<file path="src/rtl/store_narrow_unit_pkg.sv">
// Shared types for the store narrowing unit: access-size codes, FSM state
// encodings and the alignment rule used at request acceptance.
package store_narrow_unit_pkg;

  localparam int ADDR_W_DEF = 6;

  typedef enum logic [1:0] {
    SIZE_BYTE = 2'b00,
    SIZE_HALF = 2'b01,
    SIZE_WORD = 2'b10,
    SIZE_ILL  = 2'b11
  } size_e;

  typedef enum logic [2:0] {
    ST_IDLE  = 3'd0,
    ST_READ  = 3'd1,
    ST_MERGE = 3'd2,
    ST_WRITE = 3'd3,
    ST_ERR   = 3'd4
  } state_e;

  function automatic logic is_misaligned(input logic [1:0] size, input logic [1:0] off);
    logic bad;
    case (size)
      SIZE_BYTE: bad = 1'b0;
      SIZE_HALF: bad = off[0];
      SIZE_WORD: bad = (off != 2'b00);
      default:   bad = 1'b1;
    endcase
    return bad;
  endfunction

endpackage

</file>
<file path="src/rtl/store_narrow_unit_if.sv">
// Request handshake from the datapath plus the word-wide data RAM port.
// The slave modport is the store unit's view.
interface store_narrow_unit_if #(parameter int ADDR_W = 6);
  logic              req_valid;
  logic              req_ready;
  logic [1:0]        req_size;
  logic [31:0]       req_addr;
  logic [31:0]       req_wdata;
  logic              done;
  logic              misalign;
  logic [ADDR_W-1:0] mem_addr;
  logic              mem_re;
  logic [31:0]       mem_rdata;
  logic              mem_we;
  logic [31:0]       mem_wdata;

  modport slave (
    input  req_valid, req_size, req_addr, req_wdata, mem_rdata,
    output req_ready, done, misalign, mem_addr, mem_re, mem_we, mem_wdata
  );

  modport master (
    output req_valid, req_size, req_addr, req_wdata, mem_rdata,
    input  req_ready, done, misalign, mem_addr, mem_re, mem_we, mem_wdata
  );
endinterface

</file>
<file path="src/rtl/store_narrow_unit_merge.sv">
// Little-endian lane insert: replaces the addressed byte/halfword of a word
// with the low bits of the store data; all other bits pass through.
module store_merge
  import store_narrow_unit_pkg::*;
(
  input  logic [31:0] old_word_i,
  input  logic [31:0] data_i,
  input  logic [1:0]  size_i,
  input  logic [1:0]  offset_i,
  output logic [31:0] new_word_o
);

  always_comb begin
    new_word_o = old_word_i;
    case (size_i)
      SIZE_BYTE: new_word_o[{offset_i, 3'b000} +: 8]  = data_i[7:0];
      SIZE_HALF: new_word_o[{offset_i[1], 4'b0000} +: 16] = data_i[15:0];
      SIZE_WORD: new_word_o = data_i;
      default:   new_word_o = old_word_i;
    endcase
  end

endmodule

</file>
<file path="src/rtl/store_narrow_unit.sv">
// Narrows SB/SH/SW stores onto a word-addressed RAM; sub-word stores do a
// read-modify-write, misaligned or illegal-size requests are rejected.
//
//   state | meaning
//   IDLE  | ready for a request
//   READ  | mem_re issued for the target word
//   MERGE | RAM data valid, merged word registered
//   WRITE | mem_we with full word, done pulse
//   ERR   | rejected request, done + misalign pulse
module store_narrow_unit
  import store_narrow_unit_pkg::*;
#(
  parameter int ADDR_W = ADDR_W_DEF
) (
  input  logic                 clk,
  input  logic                 rst,
  store_narrow_unit_if.slave   bus
);

  state_e             state_q, state_d;
  logic [1:0]         size_q;
  logic [ADDR_W+1:0]  addr_q;
  logic [31:0]        wdata_q;
  logic [31:0]        merged_q, merged_d;
  logic               accept;
  logic               unused_addr_bits;

  // Addresses wrap modulo memory size, so high address bits are dropped.
  assign unused_addr_bits = ^bus.req_addr[31:ADDR_W+2];

  assign accept = (state_q == ST_IDLE) && bus.req_valid;

  store_merge u_merge (
    .old_word_i (bus.mem_rdata),
    .data_i     (wdata_q),
    .size_i     (size_q),
    .offset_i   (addr_q[1:0]),
    .new_word_o (merged_d)
  );

  always_ff @(posedge clk or posedge rst) begin
    if (rst) begin
      state_q  <= ST_IDLE;
      size_q   <= 2'b00;
      addr_q   <= '0;
      wdata_q  <= 32'h0;
      merged_q <= 32'h0;
    end else begin
      state_q <= state_d;
      if (accept) begin
        size_q  <= bus.req_size;
        addr_q  <= bus.req_addr[ADDR_W+1:0];
        wdata_q <= bus.req_wdata;
      end
      if (state_q == ST_MERGE) merged_q <= merged_d;
    end
  end

  always_comb begin
    state_d = state_q;
    case (state_q)
      ST_IDLE: begin
        if (bus.req_valid) begin
          if (is_misaligned(bus.req_size, bus.req_addr[1:0])) state_d = ST_ERR;
          else if (bus.req_size == SIZE_WORD)                 state_d = ST_WRITE;
          else                                                state_d = ST_READ;
        end
      end
      ST_READ:  state_d = ST_MERGE;
      ST_MERGE: state_d = ST_WRITE;
      ST_WRITE: state_d = ST_IDLE;
      ST_ERR:   state_d = ST_IDLE;
      default:  state_d = ST_IDLE;
    endcase
  end

  assign bus.req_ready = (state_q == ST_IDLE) && !rst;
  assign bus.done      = (state_q == ST_WRITE) || (state_q == ST_ERR);
  assign bus.misalign  = (state_q == ST_ERR);
  assign bus.mem_re    = (state_q == ST_READ);
  assign bus.mem_we    = (state_q == ST_WRITE);
  assign bus.mem_addr  = addr_q[ADDR_W+1:2];
  assign bus.mem_wdata = (size_q == SIZE_WORD) ? wdata_q : merged_q;

endmodule
</file>
<file path="src/flat_wrapper.sv">
// flat-port wrapper written by rule: the top's interface ports become plain ports
module store_narrow_unit_flat import store_narrow_unit_pkg::*;
#(
  parameter int ADDR_W = ADDR_W_DEF
)
  (clk, rst, bus_req_valid, bus_req_size, bus_req_addr, bus_req_wdata, bus_mem_rdata, bus_req_ready, bus_done, bus_misalign, bus_mem_addr, bus_mem_re, bus_mem_we, bus_mem_wdata);
  store_narrow_unit_if #(.ADDR_W(ADDR_W)) bus_i ();
  input  logic clk;
  input  logic rst;
  input wire logic [$bits(bus_i.req_valid)-1:0] bus_req_valid;
  input wire logic [$bits(bus_i.req_size)-1:0] bus_req_size;
  input wire logic [$bits(bus_i.req_addr)-1:0] bus_req_addr;
  input wire logic [$bits(bus_i.req_wdata)-1:0] bus_req_wdata;
  input wire logic [$bits(bus_i.mem_rdata)-1:0] bus_mem_rdata;
  output wire logic [$bits(bus_i.req_ready)-1:0] bus_req_ready;
  output wire logic [$bits(bus_i.done)-1:0] bus_done;
  output wire logic [$bits(bus_i.misalign)-1:0] bus_misalign;
  output wire logic [$bits(bus_i.mem_addr)-1:0] bus_mem_addr;
  output wire logic [$bits(bus_i.mem_re)-1:0] bus_mem_re;
  output wire logic [$bits(bus_i.mem_we)-1:0] bus_mem_we;
  output wire logic [$bits(bus_i.mem_wdata)-1:0] bus_mem_wdata;
  assign bus_i.req_valid = bus_req_valid;
  assign bus_i.req_size = bus_req_size;
  assign bus_i.req_addr = bus_req_addr;
  assign bus_i.req_wdata = bus_req_wdata;
  assign bus_i.mem_rdata = bus_mem_rdata;
  assign bus_req_ready = bus_i.req_ready;
  assign bus_done = bus_i.done;
  assign bus_misalign = bus_i.misalign;
  assign bus_mem_addr = bus_i.mem_addr;
  assign bus_mem_re = bus_i.mem_re;
  assign bus_mem_we = bus_i.mem_we;
  assign bus_mem_wdata = bus_i.mem_wdata;
  store_narrow_unit #(.ADDR_W(ADDR_W)) u_core (.clk(clk), .rst(rst), .bus(bus_i));
endmodule
</file>
<file path="config.mk">
export PLATFORM = sky130hd
export DESIGN_NAME = store_narrow_unit_flat
export DESIGN_NICKNAME = d
export VERILOG_FILES = /design/src/rtl/store_narrow_unit_pkg.sv /design/src/rtl/store_narrow_unit_if.sv /design/src/rtl/store_narrow_unit_merge.sv /design/src/rtl/store_narrow_unit.sv /design/src/flat_wrapper.sv
export SDC_FILE = /design/constraint.sdc
export NUM_CORES = 1
export LEC_CHECK = 0
export CAP_MARGIN = 20
export CELL_PAD_IN_SITES_DETAIL_PLACEMENT = 1
export CELL_PAD_IN_SITES_GLOBAL_PLACEMENT = 1
export CORE_UTILIZATION = 25
export DETAILED_ROUTE_END_ITERATION = 8
export GPL_ROUTABILITY_DRIVEN = 0
export GPL_TIMING_DRIVEN = 0
export PLACE_DENSITY_LB_ADDON = 0.3
export SETUP_SLACK_MARGIN = 0.4
export SYNTH_ARGS = -nofsm -noshare
export SYNTH_HDL_FRONTEND = slang
export SYNTH_SLANG_ARGS = --single-unit
</file>
<file path="constraint.sdc">
create_clock -name clk -period 2.3 [get_ports clk]
set_input_delay 0.46 -clock clk [delete_from_list [all_inputs] [get_ports clk]]
set_output_delay 0.46 -clock clk [all_outputs]
set_load 0.02 [all_outputs]
</file>
# Word level (Yosys, flattened, before mapping)

Index checks and enable logic that the tools add are counted.

Flip-flop bits (word level): 77
Latch bits: 0
RAM bits: 0
Memory bits (read-only): 0
Bits of input ports: 101
Word-level logic and storage cells: 39
Memories: 0

$add $sub $neg: 2
Multiply operators: 0
Div/mod/pow operators: 0
Order comparisons: 0
Eq/ne operators: 9
Shift-type cells: 4
Mux-type cells: 11
Bitwise logic cells: 0
Reduce and logical (&&, ||, !) cells: 8

Operators by type and width:

| cell                    | count |
|---|---|
| $pmux 32 s3             | 1 |
| $bwmux 32               | 2 |
| $mux 32                 | 1 |
| $shift 16x7->32 const A | 1 |
| $shift 8x7->32 const A  | 1 |
| $shiftx 16x7->32        | 1 |
| $shiftx 8x7->32         | 1 |
| $neg 5->7               | 2 |
| $pmux 3 s3              | 1 |
| $eq 3x2->1 const B      | 2 |
| $mux 3                  | 2 |
| $eq 2x1->1 const B      | 2 |
| $eq 2x2->1 const B      | 2 |
| $logic_not 2->1         | 2 |
| $eq 3x1->1 const B      | 1 |
| $eq 3x3->1 const B      | 1 |
| $logic_not 3->1         | 1 |
| $pmux 1 s3              | 1 |
| $logic_and 1x1->1       | 2 |
| $mux 1                  | 2 |
| $mux 2                  | 1 |
| $ne 2x2->1 const B      | 1 |
| $reduce_bool 2->1       | 1 |
| $logic_not 1->1         | 1 |
| $logic_or 1x1->1        | 1 |

# Depth between registers and ports, before layout

Depth after elaboration: 7
Mapped depth: 8
Depth with buffers taken out: 6

# Cells and area by module

A second synthesis with hierarchy kept.

Cells, all modules: 403
Area, all modules: 4,685.7 µm²

By module, submodules not included:

| module            | times used | cells each | area each (µm²) | seq. area each (µm²) |
|---|---|---|---|---|
| store_narrow_unit | 1          | 221        | 3,410.8         | 1,926.8 |
| store_merge       | 1          | 182        | 1,275.0         | 0.0 |

# Least setup slack after synthesis

OpenSTA, ideal clock, no wires.

Path kind: reg-to-reg
From: register u_core.addr_q[1]
To: register u_core.merged_q[24]
Setup time: 0.068 ns
Arrival: 2.016 ns
Required time: 2.232 ns
Path slack: 0.216 ns
Cell stages (with the launch flop): 8
Path buffers: 2
Cell sequence: dfrtp_1 inv_1 clkbuf_1 ha_1 buf_2 nor4b_4 a221o_1 a32o_1

Longest elaborated chain between the ends: 4
Elaborated cells on any way between the ends: 9

Ends and longest elaborated chain:

| what                                           | line                                                         | RTL |
|---|---|---|
| start, declared                                | store_narrow_unit.sv:22                                      | `logic [ADDR_W+1:0] addr_q;` |
| start signal, assigned                         | store_narrow_unit.sv:52                                      | `addr_q <= bus.req_addr[ADDR_W+1:0];` |
| $neg 5->7 (on tied branches)                   | store_narrow_unit_merge.sv:17, store_narrow_unit_merge.sv:16 |  |
| $shiftx 16x7->32, or another cell as far along | store_narrow_unit_merge.sv:17                                | `SIZE_HALF: new_word_o[{offset_i[1], 4'b0000} +: 16] = data_i[15:0];` |
| $bwmux 32 (on tied branches)                   | store_narrow_unit_merge.sv:17, store_narrow_unit_merge.sv:16 |  |
| $pmux 32 s3 *                                  | store_narrow_unit_merge.sv:15                                | `case (size_i)` |
| end signal, assigned                           | store_narrow_unit.sv:55                                      | `if (state_q == ST_MERGE) merged_q <= merged_d;` |
| end, declared                                  | store_narrow_unit.sv:24                                      | `logic [31:0] merged_q, merged_d;` |

Mark *: on every way between the ends. The rest lies on a longest branch, timed or not.
A chain may end at the register's enable or synchronous reset.

# Worst setup path in the final report

From: register u_core.size_q[1]
To: output bus_mem_wdata[10]

Longest elaborated chain between the ends: 2

Ends and longest elaborated chain:

| what                   | line                    | RTL |
|---|---|---|
| start, declared        | store_narrow_unit.sv:21 | `logic [1:0] size_q;` |
| start signal, assigned | store_narrow_unit.sv:51 | `size_q <= bus.req_size;` |
| $eq 2x2->1             | store_narrow_unit.sv:83 | `assign bus.mem_wdata = (size_q == SIZE_WORD) ? wdata_q : merged_q;` |
| $mux 32                | store_narrow_unit.sv:83 |  |
| end, declared          | flat_wrapper.sv:21      | `output wire logic [$bits(bus_i.mem_wdata)-1:0] bus_mem_wdata;` |

Every way passes these cells.

==> metrics.md <==
| Metric | Value |
|---|---|
| Status | `finished clean` |
| RSZ-0062 raised after global routing | `yes` |
| Synthesized flop and latch total | `77` |
| Fin crit share | `92.7%` |
| Drt pass-1 iters | `5` |
| Grt total ovfl | `0` |
| Final #Nets | `722` |
| Mapped Area | `4750 um^2` |
| Buffers on Ports | `119` |
| Crit path max fanout | `10` |
| Inserted Clock Buffers | `9` |
| Synthesis Warnings | `0` |
| Syn nets | `567` |
| Proportion of layout cells with a drive suffix above 1 | `35.7%` |
| DR WL/cell | `20.6 um` |
| Most frequent cells in the layout | `80 x clkdlybuf4s50_1, 75 x dfrtp_1, 69 x mux2_2` |
| Cell family with most CP delay | `buffers and inverters` |
| Ports | `144` |
| Vias | `4,482` |
| Worst path cell trace | `buf_6, nand2_8, buf_12, mux2_2, buf_2` |
| Vias in the first global route | `4,769` |
| Number of synthesized flops with an enable pin | `0` |
| Crit path capture type | `output port` |
| Layout fillers | `2,088` |
| WP buf/inv | `3` |
| Initial core utilization | `25.5%` |
| Async SR Flop Fraction | `100%` |
| Slew Limit Headroom | `60.3%` |
| CTS tree | `yes` |
| Post-synth top flop | `dfrtp_1` |
| First-pass GRT wire length | `27,400 um` |
| Via/cell ratio | `5.24` |
| Post-route cell area | `6970 um^2` |
| Largest net degree at the start of global routing | `30` |
| Post-DRT Antenna Nets | `0` |
| Pleak | `2.88 nW` |
| 1st-iter DRT viols | `236` |
| H-tree depth | `3` |
| Synth top area cells | `dfrtp_1 41%, mux2_2 17%, o21ai_0 5.2%` |
| Yosys top cell by area | `dfrtp_1` |
| Max VDD drop | `0.000476 V` |
| Clock Skew | `0.00650 ns` |
| Fmax | `469 MHz` |
| Setup Crit Path Kind | `register to output port` |
| Antenna violations before repair | `0` |
| Die width | `140 um` |
| Worst EP required | `1.84 ns` |
| Pwr dens | `1640 nW/um^2` |
| Clock slew at reported path FFs | `0.06 ns` |
| Leading cell type in the layout, fill and taps excluded | `clkdlybuf4s50_1` |
| Final hold vios | `0` |
| HPWL after DPL | `12,800 um` |
| Finished Core Util | `37.4%` |
| Layout overhead on the synthesized area | `46.8%` |
| GR Util met2 | `29.7%` |
| Synth unique cells | `40` |
| All-layer global routing usage | `18.3%` |
| Drt drc | `0` |
| Worst-Skew Late Latency | `0.35 ns` |
| Crit-path max cell delay | `0.39 ns` |
| Post-layout min period | `2.13 ns` |
| Core area | `18,600 um^2` |
| CTS Sinks | `77` |
| CTS Buffer Depth | `2` |
| Placed Cells | `816` |
| Fraction of the yosys area taken by sequential cells | `40.6%` |
| Global route hottest layer | `met2` |
| Slowest cell on crit path | `dfrtp_1` |
| CTS root buffer | `clkbuf_16` |
| Reg2Reg Setup Slack | `0.35 ns` |
| Total routed wirelength | `17,600 um` |
| Hold/Removal Path Class | `register to register` |
| Row Count | `50` |
| Syn_area_per_cell | `10.3 um^2` |
| CP arrival | `1.67 ns` |
| Overall die area | `19,500 um^2` |
| Worst setup SP type | `register` |
| Final setup violation count | `0` |
| Met1 Use GR | `23.8%` |
| Non-Filler Instances | `855` |
| Ant diodes | `0` |
| Final Slew Violations | `0` |
| Synth Instances | `461` |
| Area of the multi-input gates | `2710 um^2` |
| Synth top area share | `40.6%` |
| Reg area | `1930 um^2` |
| Area after DPL | `6280 um^2` |
| Slew @ Worst Pin | `0.596 ns` |
| Max cap viols | `0` |
| Met3 Resource Use GR | `2.82%` |
| Die Y | `140 um` |
[final timing paths]
path                                                 start                               to  depth (start not counted)
setup / recovery              u_core.size_q[1]$_DFFE_PP0P_                bus_mem_wdata[10]                          5
hold / removal             u_core.merged_q[10]$_DFFE_PP0P_  u_core.merged_q[10]$_DFFE_PP0P_                          2
setup reg to reg              u_core.addr_q[1]$_DFFE_PP0P_   u_core.merged_q[8]$_DFFE_PP0P_                          9
hold reg to reg            u_core.merged_q[10]$_DFFE_PP0P_  u_core.merged_q[10]$_DFFE_PP0P_                          2
max in group asynchronous                              rst    u_core.wdata_q[8]$_DFFE_PP0P_                          3
min in group asynchronous                              rst     u_core.addr_q[2]$_DFFE_PP0P_                          2
[per-stage QoR]
step | hold slack, ns | setup WS (ns) | setup TNS [ns] | power [mW]
after floorplan | 0.444 | 0.412 | 0 | 6.73
after global placement | 0.467 | -0.426 | -16.32 | 9.08
after detailed placement | 0.468 | -0.461 | -13.61 | 9.24
after CTS | 0.481 | 0.171 | 0 | 10.9
after global routing | 0.513 | 0.132 | 0 | 12.2
final | 0.484 | 0.168 | 0 | 11.4
[metal layers]
layer | vias up | part of all wire, %
li1 | 2080 | -
met1 | 2255 | 45
met2 | 127 | 49
met3 | 20 | 4.2
met4 | 0 | 2.3
met5 | - | 0
[sequential cells by signal, indices dropped and copies added (netlist names)]
signal	count
u_core.merged_q	32
u_core.addr_q	8
u_core.state_q	3
u_core.size_q	2
u_core.wdata_q	32
[report_power, final]
part / internal, mW / switching (mW) / leakage [nW]
sequential: 2.05 / 0.786 / 0.927
combinational: 3.36 / 3.69 / 1.80
clock: 0.951 / 0.599 / 0.153
total: 6.37 / 5.08 / 2.88
[synth_stat cells (2+ instances only)]
master and n:
a211oi_1 3, a21o_1 9, a21oi_1 17, a221o_1 16
a221oi_1 22, a32o_1 16, buf_1 2, buf_2 15
buf_4 12, buf_6 3, clkbuf_1 16, clkinv_1 2
dfrtp_1 77, ha_1 5, inv_1 4, mux2_2 71
mux2i_1 16, nand2_1 31, nand2b_1 8, nand4_1 8
nor2_1 11, nor3_1 11, nor3b_1 3, nor4_1 2
o21ai_0 49, o21ai_1 2, o22ai_1 17
[worst min-delay path, cell delays in order, from the launching register on]
cell,delay [ns]
dfrtp_1,0.34
nand2_1,0.05
o21ai_1,0.06
[kinds of logic after synthesis]
kind of cell | count (synthesis) | synth area share [%]
buffers and inverters | 54 | 6.09
AO/OA/AOI/OAI | 152 | 22.3
multiplexers | 87 | 20.2
adder cells (fa/ha/maj) | 5 | 1.32
AND/OR/NAND/NOR | 86 | 9.54
flip-flops | 77 | 40.6
[area by class of cell]
type	count	area share, %
Tap cell	234	4.20
Inverter	6	0.700
Clock inverter	6	1.24
Sequential cell	77	27.7
Clock buffer	10	3.28
Buffer	48	5.83
Multi-Input combinational cell	330	38.9
Timing Repair Buffer	144	18.2
[repair_timing]
item | 4_1_cts | 5_1_grt
endpoints found under the setup margin | 69 | 104
cloned | 0 | 0
resized for setup | 200 | 60
setup buffers | 11 | 12
hold buffers | 0 | 0
pin swaps | 3 | 7
(Power assumes the default switching activity.)
